[src/rtl/comp_pair_serializer_pkg.sv]
// Shared definitions for the pair-to-byte serializer: default data width and
// the output-stage state encoding.
package comp_pair_serializer_pkg;

    localparam int unsigned DefaultWidth = 8;

    typedef enum logic [1:0] {
        StIdle  = 2'd0,
        StSendX = 2'd1,
        StSendY = 2'd2
    } state_e;

endpackage

[src/rtl/comp_pair_serializer_pair_fifo.sv]
// Pair FIFO: Depth entries of {x, y}, with push/pop/synchronous flush and an
// occupancy count that spans 0..Depth.
module comp_pair_serializer_pair_fifo #(
    parameter int unsigned Width = 16,
    parameter int unsigned Depth = 2
) (
    input  logic                       clk_i,
    input  logic                       rst_ni,
    input  logic                       flush_i,
    input  logic                       push_i,
    input  logic [Width-1:0]           wdata_i,
    input  logic                       pop_i,
    output logic [Width-1:0]           rdata_o,
    output logic [$clog2(Depth):0]     count_o,
    output logic                       full_o,
    output logic                       empty_o
);

    localparam int unsigned PtrW = $clog2(Depth);
    localparam int unsigned CntW = $clog2(Depth) + 1;

    logic [Width-1:0] mem_q [Depth];
    logic [Width-1:0] mem_d [Depth];
    logic [PtrW-1:0]  wr_ptr_q, wr_ptr_d;
    logic [PtrW-1:0]  rd_ptr_q, rd_ptr_d;
    logic [CntW-1:0]  count_q, count_d;
    logic             push_en, pop_en;

    assign full_o  = (count_q == CntW'(Depth));
    assign empty_o = (count_q == '0);
    assign count_o = count_q;
    assign rdata_o = mem_q[rd_ptr_q];

    // Guard against overflow/underflow even if the caller misbehaves.
    assign push_en = push_i & ~full_o;
    assign pop_en  = pop_i & ~empty_o;

    always_comb begin
        mem_d    = mem_q;
        wr_ptr_d = wr_ptr_q;
        rd_ptr_d = rd_ptr_q;
        count_d  = count_q;
        if (flush_i) begin
            wr_ptr_d = '0;
            rd_ptr_d = '0;
            count_d  = '0;
        end else begin
            if (push_en) begin
                mem_d[wr_ptr_q] = wdata_i;
                wr_ptr_d        = wr_ptr_q + PtrW'(1);
            end
            if (pop_en) begin
                rd_ptr_d = rd_ptr_q + PtrW'(1);
            end
            unique case ({push_en, pop_en})
                2'b10:   count_d = count_q + CntW'(1);
                2'b01:   count_d = count_q - CntW'(1);
                default: count_d = count_q;
            endcase
        end
    end

    always_ff @(posedge clk_i or negedge rst_ni) begin
        if (!rst_ni) begin
            for (int i = 0; i < int'(Depth); i++) begin
                mem_q[i] <= '0;
            end
            wr_ptr_q <= '0;
            rd_ptr_q <= '0;
            count_q  <= '0;
        end else begin
            mem_q    <= mem_d;
            wr_ptr_q <= wr_ptr_d;
            rd_ptr_q <= rd_ptr_d;
            count_q  <= count_d;
        end
    end

endmodule

[src/rtl/comp_pair_serializer.sv]
// Accepts (x, y) pairs over valid/ready, buffers them, and re-emits each pair
// as two byte beats (x then y) from a registered holding stage.
module comp_pair_serializer
    import comp_pair_serializer_pkg::*;
#(
    parameter int unsigned WIDTH = DefaultWidth,
    parameter int unsigned DEPTH = 2
) (
    input  logic                   clock,
    input  logic                   reset,
    input  logic                   io_flush,
    input  logic                   io_in_valid,
    output logic                   io_in_ready,
    input  logic [WIDTH-1:0]       io_in_x,
    input  logic [WIDTH-1:0]       io_in_y,
    output logic                   io_out_valid,
    input  logic                   io_out_ready,
    output logic [WIDTH-1:0]       io_out_data,
    output logic                   io_out_sel,
    output logic [$clog2(DEPTH):0] io_count
);

    state_e             state_q, state_d;
    logic [WIDTH-1:0]   hold_x_q, hold_x_d;
    logic [WIDTH-1:0]   hold_y_q, hold_y_d;
    logic               fifo_push, fifo_pop;
    logic               fifo_full, fifo_empty;
    logic [2*WIDTH-1:0] fifo_rdata;

    // Ready depends only on registered occupancy, never on io_out_ready.
    assign io_in_ready = ~fifo_full;
    assign fifo_push   = io_in_valid & io_in_ready;

    comp_pair_serializer_pair_fifo #(
        .Width (2 * WIDTH),
        .Depth (DEPTH)
    ) u_pair_fifo (
        .clk_i   (clock),
        .rst_ni  (reset),
        .flush_i (io_flush),
        .push_i  (fifo_push),
        .wdata_i ({io_in_x, io_in_y}),
        .pop_i   (fifo_pop),
        .rdata_o (fifo_rdata),
        .count_o (io_count),
        .full_o  (fifo_full),
        .empty_o (fifo_empty)
    );

    always_comb begin
        state_d  = state_q;
        hold_x_d = hold_x_q;
        hold_y_d = hold_y_q;
        fifo_pop = 1'b0;
        unique case (state_q)
            StIdle: begin
                if (!fifo_empty) begin
                    {hold_x_d, hold_y_d} = fifo_rdata;
                    fifo_pop             = 1'b1;
                    state_d              = StSendX;
                end
            end
            StSendX: begin
                if (io_out_ready) begin
                    state_d = StSendY;
                end
            end
            StSendY: begin
                if (io_out_ready) begin
                    if (!fifo_empty) begin
                        {hold_x_d, hold_y_d} = fifo_rdata;
                        fifo_pop             = 1'b1;
                        state_d              = StSendX;
                    end else begin
                        state_d = StIdle;
                    end
                end
            end
            default: state_d = StIdle;
        endcase
        if (io_flush) begin
            state_d  = StIdle;
            fifo_pop = 1'b0;
        end
    end

    always_ff @(posedge clock or negedge reset) begin
        if (!reset) begin
            state_q  <= StIdle;
            hold_x_q <= '0;
            hold_y_q <= '0;
        end else begin
            state_q  <= state_d;
            hold_x_q <= hold_x_d;
            hold_y_q <= hold_y_d;
        end
    end

    assign io_out_valid = (state_q != StIdle);
    assign io_out_sel   = (state_q == StSendY);
    assign io_out_data  = io_out_sel ? hold_y_q : hold_x_q;

endmodule

[config.mk]
export PLATFORM = sky130hd
export DESIGN_NAME = comp_pair_serializer
export DESIGN_NICKNAME = d
export VERILOG_FILES = /design/src/rtl/comp_pair_serializer_pkg.sv /design/src/rtl/comp_pair_serializer_pair_fifo.sv /design/src/rtl/comp_pair_serializer.sv
export SDC_FILE = /design/constraint.sdc
export NUM_CORES = 1
export LEC_CHECK = 0
export ABC_AREA = 1
export CAP_MARGIN = 0
export CORE_UTILIZATION = 45
export DETAILED_ROUTE_END_ITERATION = 16
export GPL_TIMING_DRIVEN = 0
export PLACE_DENSITY = 0.73
export SLEW_MARGIN = 20
export SYNTH_ARGS = -nofsm -noshare
export SYNTH_HDL_FRONTEND = slang
export SYNTH_SLANG_ARGS = --single-unit
[constraint.sdc]
create_clock -name clock -period 1.62 [get_ports clock]
set_input_delay 0.324 -clock clock [delete_from_list [all_inputs] [get_ports clock]]
set_output_delay 0.324 -clock clock [all_outputs]
set_load 0.005 [all_outputs]
; ---- Yosys cells after proc, flatten, opt, wreduce, memory -nomap -nowiden
; Index checks and enable logic that the tools add are counted.
; Widths: inputs -> output; s select.
[totals]
reg_bits = 54
latch_bits = 0
ram_bits = 0
romBits = 0
elab_cells = 72
n_memories = 0
[classes]
addsub = 4
n_mul = 0
div = 0
n_lt_le_gt_ge = 3
eq_ne = 9
shifts = 0
mux = 29
bitwise_logic = 8
reduce_logical = 11
[op_table]
columns = op, count
row1 = $mux 16, 4
row2 = $mux 8, 5
row3 = $bwmux 32, 1
row4 = $pmux 8 s2, 2
row5 = $demux 16 s1, 1
row6 = $mux 2, 5
row7 = $ne 3x3->1 const B, 3
row8 = $mux 1, 8
row9 = $reduce_bool 2->1, 4
row10 = $eq 2x2->1 const B, 3
row11 = $pmux 2 s3, 1
row12 = $eq 2x1->1 const B, 2
row13 = $ge 2x2->1 const B, 2
row14 = $logic_not 2->1, 2
row15 = $not 1->2, 2
row16 = $pmux 2 s2, 1
row17 = $reduce_and 2->1, 2
row18 = $and 1x1->1, 3
row19 = $not 1->1, 3
row20 = $reduce_and 3->1, 1
row21 = $reduce_bool 3->1, 1
row22 = $add 1x1->1 const B, 2
row23 = $add 2x1->2 const B, 1
row24 = $lt 2x1->1 const B, 1
row25 = 4 further kinds, 4

; ---- Longest topological paths before layout
; Gate-level depths: netlist (run 1).
[logic_depth]
ltp_word = 9
ltp_mapped = 8
ltp_nobuf = 8

; ---- Hierarchy
; Synthesis (run 1) repeated with hierarchy kept, for this count alone.
[hier_totals]
hier_cells = 320
area_unflattened_um2 = 2651.3
[by_module_without_submodules]
columns = module, instances, cells_per_inst, area_per_inst_um2, seq_area_each_um2
row1 = comp_pair_serializer_pair_fifo, 1, 206, 1767.9, 900.9
row2 = comp_pair_serializer, 1, 114, 883.3, 450.4

; ---- Least setup slack after synthesis (run 1)
; Ideal clock, no wire load.
[synth_timing]
path_type = register to output
start = reg state_q[1]
end = out io_out_data[0]
arrival_time_ns = 0.917
t_required_ns = 1.296
slack_ns = 0.379
path_stages_with_launch = 5
path_cell_list = dfrtp_1 > inv_2 > clkbuf_1 > o21ai_0 > nand2_1
[synth_between]
elab_chain_len = 2
[synth_lines]
columns = item, line
row1 = "start, declared", comp_pair_serializer.sv:23  ; state_e state_q, state_d;
row2 = "start signal, assigned", comp_pair_serializer.sv:89  ; state_q <= StIdle;
row3 = "start signal, assigned", comp_pair_serializer.sv:93  ; state_q <= state_d;
row4 = $eq 2x2->1, comp_pair_serializer.sv:100  ; assign io_out_sel = (state_q == StSendY);
row5 = $mux 8, comp_pair_serializer.sv:101  ; assign io_out_data = io_out_sel ? hold_y_q : hold_x_q;
row6 = "end, declared", comp_pair_serializer.sv:18  ; output logic [WIDTH-1:0] io_out_data,
; Every way passes these cells.

; ---- Worst setup path after layout (run 1)
[layout_timing]
start = reg state_q[1]
end = out io_out_data[5]
; The elaborated chain is that of the path after synthesis.

==> metrics.yaml, run 1 <==
clk_latency_ps: 310
fin_worst_skew_ps: 9.228
io_buffers: 33
rsz0062_at_grt: "yes"
clkPwrFrac: 0.145
dieArea_sq_um: 6388
setup_viol: 6
core_sq_um: 5886
status: "finished with violations"
cts.sinks: 54
postCtsHoldBufs: 0
switchingPower_mw: 2.424
vias_per_cell: 5.074
cp.arrival_ps: 1370
ctsRootBufferMaster: "clkbuf_8"
path_clk_slew_ps: 100
worstReg2RegEnd: "hold_x_q[4]"
io_pins: 34
violations: "negative setup slack"
synth_compound_area_frac: 0.2115
synth_cells: 277
period_minus_slack_ps: 1698
synth_xor_area_frac: 0.003205
grt_overflow_total: 0
final_cells: 408
num_rows: 28
grt_max_degree: 55
die_h_um: 79.93
ff2ff_path_depth: 7
wirelength_mm: 6.064
final_common_cell: "dfrtp_1"
cts_made_buffers: 5
ir_drop_v: 0.0008040
antenna_found_initial: 0
initial_utilization: 0.4643
die_w_um: 79.93
yosysUniqueCellTypes: 29
detail-route-antenna-nets: 0
htree_levels: 2
tightest_slew_ps: 677.0
cp_slowest_stage_delay_ps: 400
drive_gt1_frac: 0.4234
synth_edf_count: 0
p_comb_frac: 0.468
synth_fp_nets: 298
syn-cell-area_sq_um: 2733
drtIter0Drc: 85
seqPwrFrac: 0.387
yosys.area_share.adder: 0
power_density_nw_per_um2: 1792
crit_required_ps: 1300
worst_slack_ps: -78.05
place_hpwl_mm: 3.875
synthSimpleGateAreaFrac: 0.2083
leakagePower_nw: 1.658
ys_ff_latch: 54
cp_cell_sequence: "inv_2 > nor2_4 > buf_6 > buf_6 > nand2_1 > nand2_1 > buf_2"
start_kind: "flop"
seq_area_frac_synth: 0.4945
fmax_mhz: 588.9
post-place-ws_ps: -352.8
gp_congestion: 0.8425
antenna-diode-count: 0
crit_type: "reg2out"
grt_usage: 0.2178
crit_slowest_cell: "dfrtp_1"
grt_pass1_wl_mm: 10.35
avgSynthCellArea_sq_um: 9.865
hp-class: "in2async"
drc_errors: 0
r2r-start: "state_q[1]"
drv_slew: 0
cts_tree: "yes"
area_growth_pct: 26.10
hold_viol_final: 0
fin_nets: 353
vias: 2070
maxSlewHeadroom: 0.5487
dr.pass1.iters: 4
synth_top_family_by_area: "compound AO/OA/AOI/OAI gates"
synth_ff_type: "dfrtp_1"
cp_max_fo: 4
internal_power_mw: 3.752
critPathCaptureType: "primary output"
async_reset_ff_frac: 1.000
dp.cells: 385
wl_per_cell_um: 14.86
mostFrequentLayoutCells: "51 x dfrtp_1, 50 x nand2_1, 37 x o21ai_2, 32 x nor2_1, 23 x nand2_2"
maxCapViolCount: 0
grt_pass1_vias: 2076
cts_buffer_depth: 2
swShare: 0.3925
muxShareOfSynthArea: 0
synth-warning-count: 0
regToRegSetupSlack_ps: 120
period_share: 1.048
-- cell families after synthesis --
logic type | Yosys count
compound gates | 63
simple gates | 120
buf+inv | 39
xor+xnor | 1
flops | 54
-- registers in the layout (all words and copies together) (netlist names) --
signal	cells
hold_x_q	8
hold_y_q	8
state_q	2
u_pair_fifo.count_o	2
u_pair_fifo.mem_q	32
u_pair_fifo.rd_ptr_q	1
u_pair_fifo.wr_ptr_q	1
-- worst max-delay path, delay by kind of cell (launching register included) --
| kind | cells | cell delay [ps] |
|---|---|---|
| flip-flops | 1 | 400 |
| AND/OR/NAND/NOR | 3 | 170 |
| buffers and inverters | 4 | 490 |
-- power groups by stage --
stage	Combinational (mW)	Clock [mW]	Sequential, mW
after floorplan	1.94	0	2.30
after global placement	2.62	0	2.37
after detailed placement	2.69	0	2.39
after CTS	2.82	0.912	2.36
after global routing	3.22	0.968	2.47
final	2.89	0.895	2.39
-- worst max-delay path by stage --
| stage | from | end | slack (ps) | cells after the start |
|---|---|---|---|---|
| 5_1_grt | state_q[1] | io_out_data[5] | -140 | 7 |
| 2_1_floorplan | state_q[1] | io_out_data[0] | 380 | 4 |
| 3_5_place_dp | state_q[1] | io_out_data[2] | -350 | 5 |
| 3_3_place_gp | reset | u_pair_fifo.mem_q[28] | -1450 | 1 |
| 4_1_cts | state_q[0] | io_out_data[0] | -100 | 4 |
| 6_report | state_q[1] | io_out_data[5] | -80 | 7 |
-- metrics by stage --
stage	instance area, sq um	hold WS (ps)	util	setup TNS (ps)	power, mW
floorplan	2733	28.41	-	0	4.232
global placement	3157	466.2	0.5364	-81710	4.994
detailed placement	3154	418.5	0.5359	-4625	5.075
CTS	3393	79.69	0.5765	-500.3	6.099
global route	3446	74.79	0.5855	-656.4	6.652
finish	3446	32.19	0.5855	-374.7	6.176
-- per-layer routing --
layer	track usage	vias up	part of all wire
met5	0	-	0
met4	0.07143	0	0.020
met3	0.04457	10	0.044
met2	0.3632	53	0.48
met1	0.2818	1001	0.45
li1	-	1006	-
-- synth_stat cells, types with 2 or more instances --
| cell type | n | area share |
|---|---|---|
| clkbuf_1 | 2 | 0.0027 |
| nand2_2 | 19 | 0.043 |
| o21ai_0 | 10 | 0.018 |
| nand4_1 | 2 | 0.0046 |
| inv_2 | 5 | 0.0069 |
| o31ai_2 | 13 | 0.060 |
| nor2_1 | 32 | 0.044 |
| o21ai_2 | 32 | 0.10 |
| nand3_4 | 2 | 0.013 |
| nand2_1 | 57 | 0.078 |
| nand3_1 | 3 | 0.0055 |
| inv_1 | 18 | 0.025 |
| buf_4 | 2 | 0.0055 |
| dfrtp_1 | 54 | 0.49 |
| buf_6 | 9 | 0.037 |
| nor2_2 | 2 | 0.0046 |
| o31ai_1 | 3 | 0.0082 |
-- cell type report --
type | count | area, sq um
Fill cell | 547 | 2440
Sequential cell | 54 | 1355
Multi-Input combinational cell | 184 | 1212
Timing Repair Buffer | 48 | 435.4
Buffer | 14 | 143.9
Inverter | 25 | 96.34
Tap cell | 75 | 93.84
Clock buffer | 5 | 68.82
Clock inverter | 3 | 40.04
-- what timing repair did --
| item | 4_1_cts | 5_1_grt |
|---|---|---|
| buffers inserted | 13 | 1 |
| setup endpoints to repair | 13 | 10 |
| resized for setup | 54 | 23 |
| hold endpoints to repair | 0 | 0 |
| gates cloned | 2 | 0 |
| pin swaps | 3 | 7 |
(Power assumes the default switching activity.)
==> run 2: changes to the inputs <==
--- a/config.mk
+++ b/config.mk
@@ -7,10 +7,13 @@
 export LEC_CHECK = 0
 export ABC_AREA = 1
 export CAP_MARGIN = 0
-export CORE_UTILIZATION = 45
+export CELL_PAD_IN_SITES_DETAIL_PLACEMENT = 1
+export CELL_PAD_IN_SITES_GLOBAL_PLACEMENT = 1
+export CORE_UTILIZATION = 41
+export CTS_CLUSTER_SIZE = 30
 export DETAILED_ROUTE_END_ITERATION = 16
 export GPL_TIMING_DRIVEN = 0
-export PLACE_DENSITY = 0.73
+export PLACE_DENSITY = 0.82
 export SLEW_MARGIN = 20
 export SYNTH_ARGS = -nofsm -noshare
 export SYNTH_HDL_FRONTEND = slang
==> run 2 against run 1 <==
Against the previous run: the run still ends with negative setup slack left; die area up 9.5%; clock-buffer cell count up 2; critical path depth decreased by 1; clock power decreased by 20%; combinational power up 8.0%; critical endpoint is now io_out_data[4]; highest routed layer unchanged.
==> metrics.yaml, run 2 (same netlist as run 1, synthesis figures left out) <==
mostFrequentLayoutCells: "54 x nand2_1, 50 x dfrtp_1, 40 x o21ai_2, 32 x nor2_1, 22 x nand2_2"  # was 51 x dfrtp_1, 50 x nand2_1, 37 x o21ai_2, 32 x nor2_1, 23 x nand2_2
cts_buffer_depth: 2  # unchanged
maxCapViolCount: 0  # unchanged
swShare: 0.4081  # was 0.3925
vias: 2134  # was 2070
path_clk_slew_ps: 90  # was 100 ps
crit_required_ps: 1300  # about the same
drc_errors: 0  # unchanged
power_density_nw_per_um2: 1805  # was 1792 nW/um^2
antenna_found_initial: 0  # unchanged
antenna-diode-count: 0  # unchanged
crit_family: "buffers and inverters"  # unchanged
worst_slack_ps: -113.0  # was -78.05 ps
cp_max_fo: 5  # was 4
grt_usage: 0.2213  # was 0.2178
io_buffers: 33  # unchanged
cts_tree: "yes"  # unchanged
period_share: 1.070  # was 1.048
cts_made_buffers: 5  # unchanged
gp_congestion: 0.8042  # was 0.8425
grt_max_degree: 55  # unchanged
dieArea_sq_um: 6996  # was 6388 sq um
register_area_sq_um: 1356  # was 1355 sq um
largest_register_ffs: 32  # unchanged
start_kind: "flop"  # unchanged
dr.pass1.iters: 4  # unchanged
p_comb_frac: 0.501  # was 0.468
final_common_cell: "nand2_1"  # was dfrtp_1
area_growth_pct: 26.56  # was 26.10%
grt_overflow_total: 0  # unchanged
cts.sinks: 54  # unchanged
detail-route-antenna-nets: 0  # unchanged
internal_power_mw: 3.695  # was 3.752 mW
htree_levels: 2  # unchanged
hold_viol_final: 0  # unchanged
multiInputGateArea_sq_um: 1215  # was 1212 sq um
hp-class: "in2async"  # unchanged
ir_drop_v: 0.001015  # was 0.0008040 V
critPathCaptureType: "primary output"  # unchanged
initial_utilization: 0.4279  # was 0.4643
critPathBufInv: 4  # unchanged
crit_slowest_cell: "dfrtp_2"  # was dfrtp_1
clkPwrFrac: 0.114  # was 0.145
die_w_um: 83.64  # was 79.93 um
final_area_sq_um: 3458  # was 3446 sq um
fmax_mhz: 577.0  # was 588.9 MHz
dp.cells: 387  # was 385
clk_latency_ps: 310  # about the same
drv_slew: 0  # unchanged
top_regs: "u_pair_fifo.mem_q x32, hold_x_q x8, hold_y_q x8"  # unchanged
grt_pass1_vias: 2388  # was 2076
fin_nets: 358  # was 353
grt_pass1_wl_mm: 12.07  # was 10.35 mm
regToRegSetupSlack_ps: 100  # was 120 ps
crit_type: "reg2out"  # unchanged
violations: "negative setup slack"  # unchanged
io_pins: 34  # unchanged
cp_cell_sequence: "inv_4 > buf_6 > clkbuf_16 > o21ai_2 > nand2_1 > buf_2"  # was inv_2 > nor2_4 > buf_6 > buf_6 > nand2_1 > nand2_1 > buf_2
drtIter0Drc: 105  # was 85
switchingPower_mw: 2.548  # was 2.424 mW
wl_per_cell_um: 17.10  # was 14.86 um
drive_gt1_frac: 0.4243  # was 0.4234
nFillCells: 734  # was 547
cp.arrival_ps: 1410  # was 1370 ps
place_hpwl_mm: 4.405  # was 3.875 mm
maxSlewHeadroom: 0.5465  # was 0.5487
placed_area_sq_um: 3157  # was 3154 sq um
wirelength_mm: 7.078  # was 6.064 mm
core_sq_um: 6386  # was 5886 sq um
period_minus_slack_ps: 1733  # was 1698 ps
num_rows: 29  # was 28
seqPwrFrac: 0.385  # was 0.387
tightest_slew_ps: 680.3  # was 677.0 ps
rsz0062_at_grt: "yes"  # unchanged
vias_per_cell: 5.155  # was 5.074
cp_slowest_stage_delay_ps: 400  # about the same
fin_worst_skew_ps: 8.160  # was 9.228 ps
die_h_um: 83.64  # was 79.93 um
status: "finished with violations"  # unchanged
ctsRootBufferMaster: "clkbuf_8"  # unchanged
regMostFlops: "u_pair_fifo.mem_q"  # unchanged
leakagePower_nw: 1.671  # was 1.658 nW
setup_viol: 8  # was 6
final_cells: 414  # was 408
-- run 2: cell count changes in the layout (fill, tap and decap cells not counted), sizes merged --
| cell | previous run | this run |
|---|---|---|
| buf | 35 | 38 |
| bufinv | 1 | 0 |
| dlygate4sd2 | 1 | 3 |
| clkinv | 3 | 1 |
| clkbuf | 8 | 11 |
| dlymetal6s2s | 0 | 1 |
| clkdlybuf4s15 | 2 | 0 |
| nor2 | 35 | 36 |
| clkdlybuf4s50 | 21 | 20 |
-- run 2: power groups by stage --
stage | logic, mW | clock network, mW | registers [mW]
after floorplan | 1.94 | 0 | 2.30
after global placement | 2.62 | 0 | 2.39
after detailed placement | 2.70 | 0 | 2.41
after CTS | 2.98 | 0.732 | 2.38
after global routing | 3.43 | 0.784 | 2.48
final | 3.12 | 0.712 | 2.41
-- run 2: cell type report --
cell class	count	share of cell area
plain buffers	14	0.04559
clock buffers	7	0.02207
inverters	25	0.02858
multi-input cells	185	0.3513
flip-flops and latches	54	0.3922
well taps	77	0.02786
repair buffers	52	0.1324
-- run 2: what timing repair did --
item | in CTS | in global routing
cloned | 2 | 0
hold buffers | 0 | 0
pin swaps | 16 | 4
endpoints found under the setup margin | 13 | 12
setup buffers | 14 | 4
gates resized for setup | 64 | 11
-- run 2: per-stage QoR --
step | power [mW] | setup slack, ps | hold slack, ps | utilization | TNS [ps]
2_1_floorplan | 4.232 | 379.1 | 28.41 | - | 0
3_3_place_gp | 5.000 | -1419 | 466.1 | 0.4947 | -80040
3_5_place_dp | 5.112 | -361.4 | 411.8 | 0.4943 | -5022
4_1_cts | 6.092 | -92.49 | 78.62 | 0.5323 | -456.1
5_1_grt | 6.701 | -156.4 | 105.1 | 0.5415 | -1020
6_report | 6.243 | -113.0 | 47.04 | 0.5415 | -691.6
-- run 2: path summary, 6_finish.rpt --
kind,end,start,depth (start not counted)
worst max-delay path,io_out_data[4],state_q[1],6
worst max register to register,hold_x_q[7],state_q[0],6
max in group asynchronous,state_q[1],reset,1
worst min register to register,u_pair_fifo.mem_q[18],u_pair_fifo.mem_q[18],2
worst min-delay path,u_pair_fifo.mem_q[16],reset,1
min in group clock,u_pair_fifo.mem_q[18],u_pair_fifo.mem_q[18],2
-- run 2: metal layers --
metal | track usage | vias up | routed length, um
met2 | 0.4072 | 42 | 3872
met3 | 0.03462 | 8 | 252
met5 | 0 | - | 0
met4 | 0.04468 | 0 | 62
met1 | 0.2733 | 1074 | 2890
li1 | - | 1010 | -
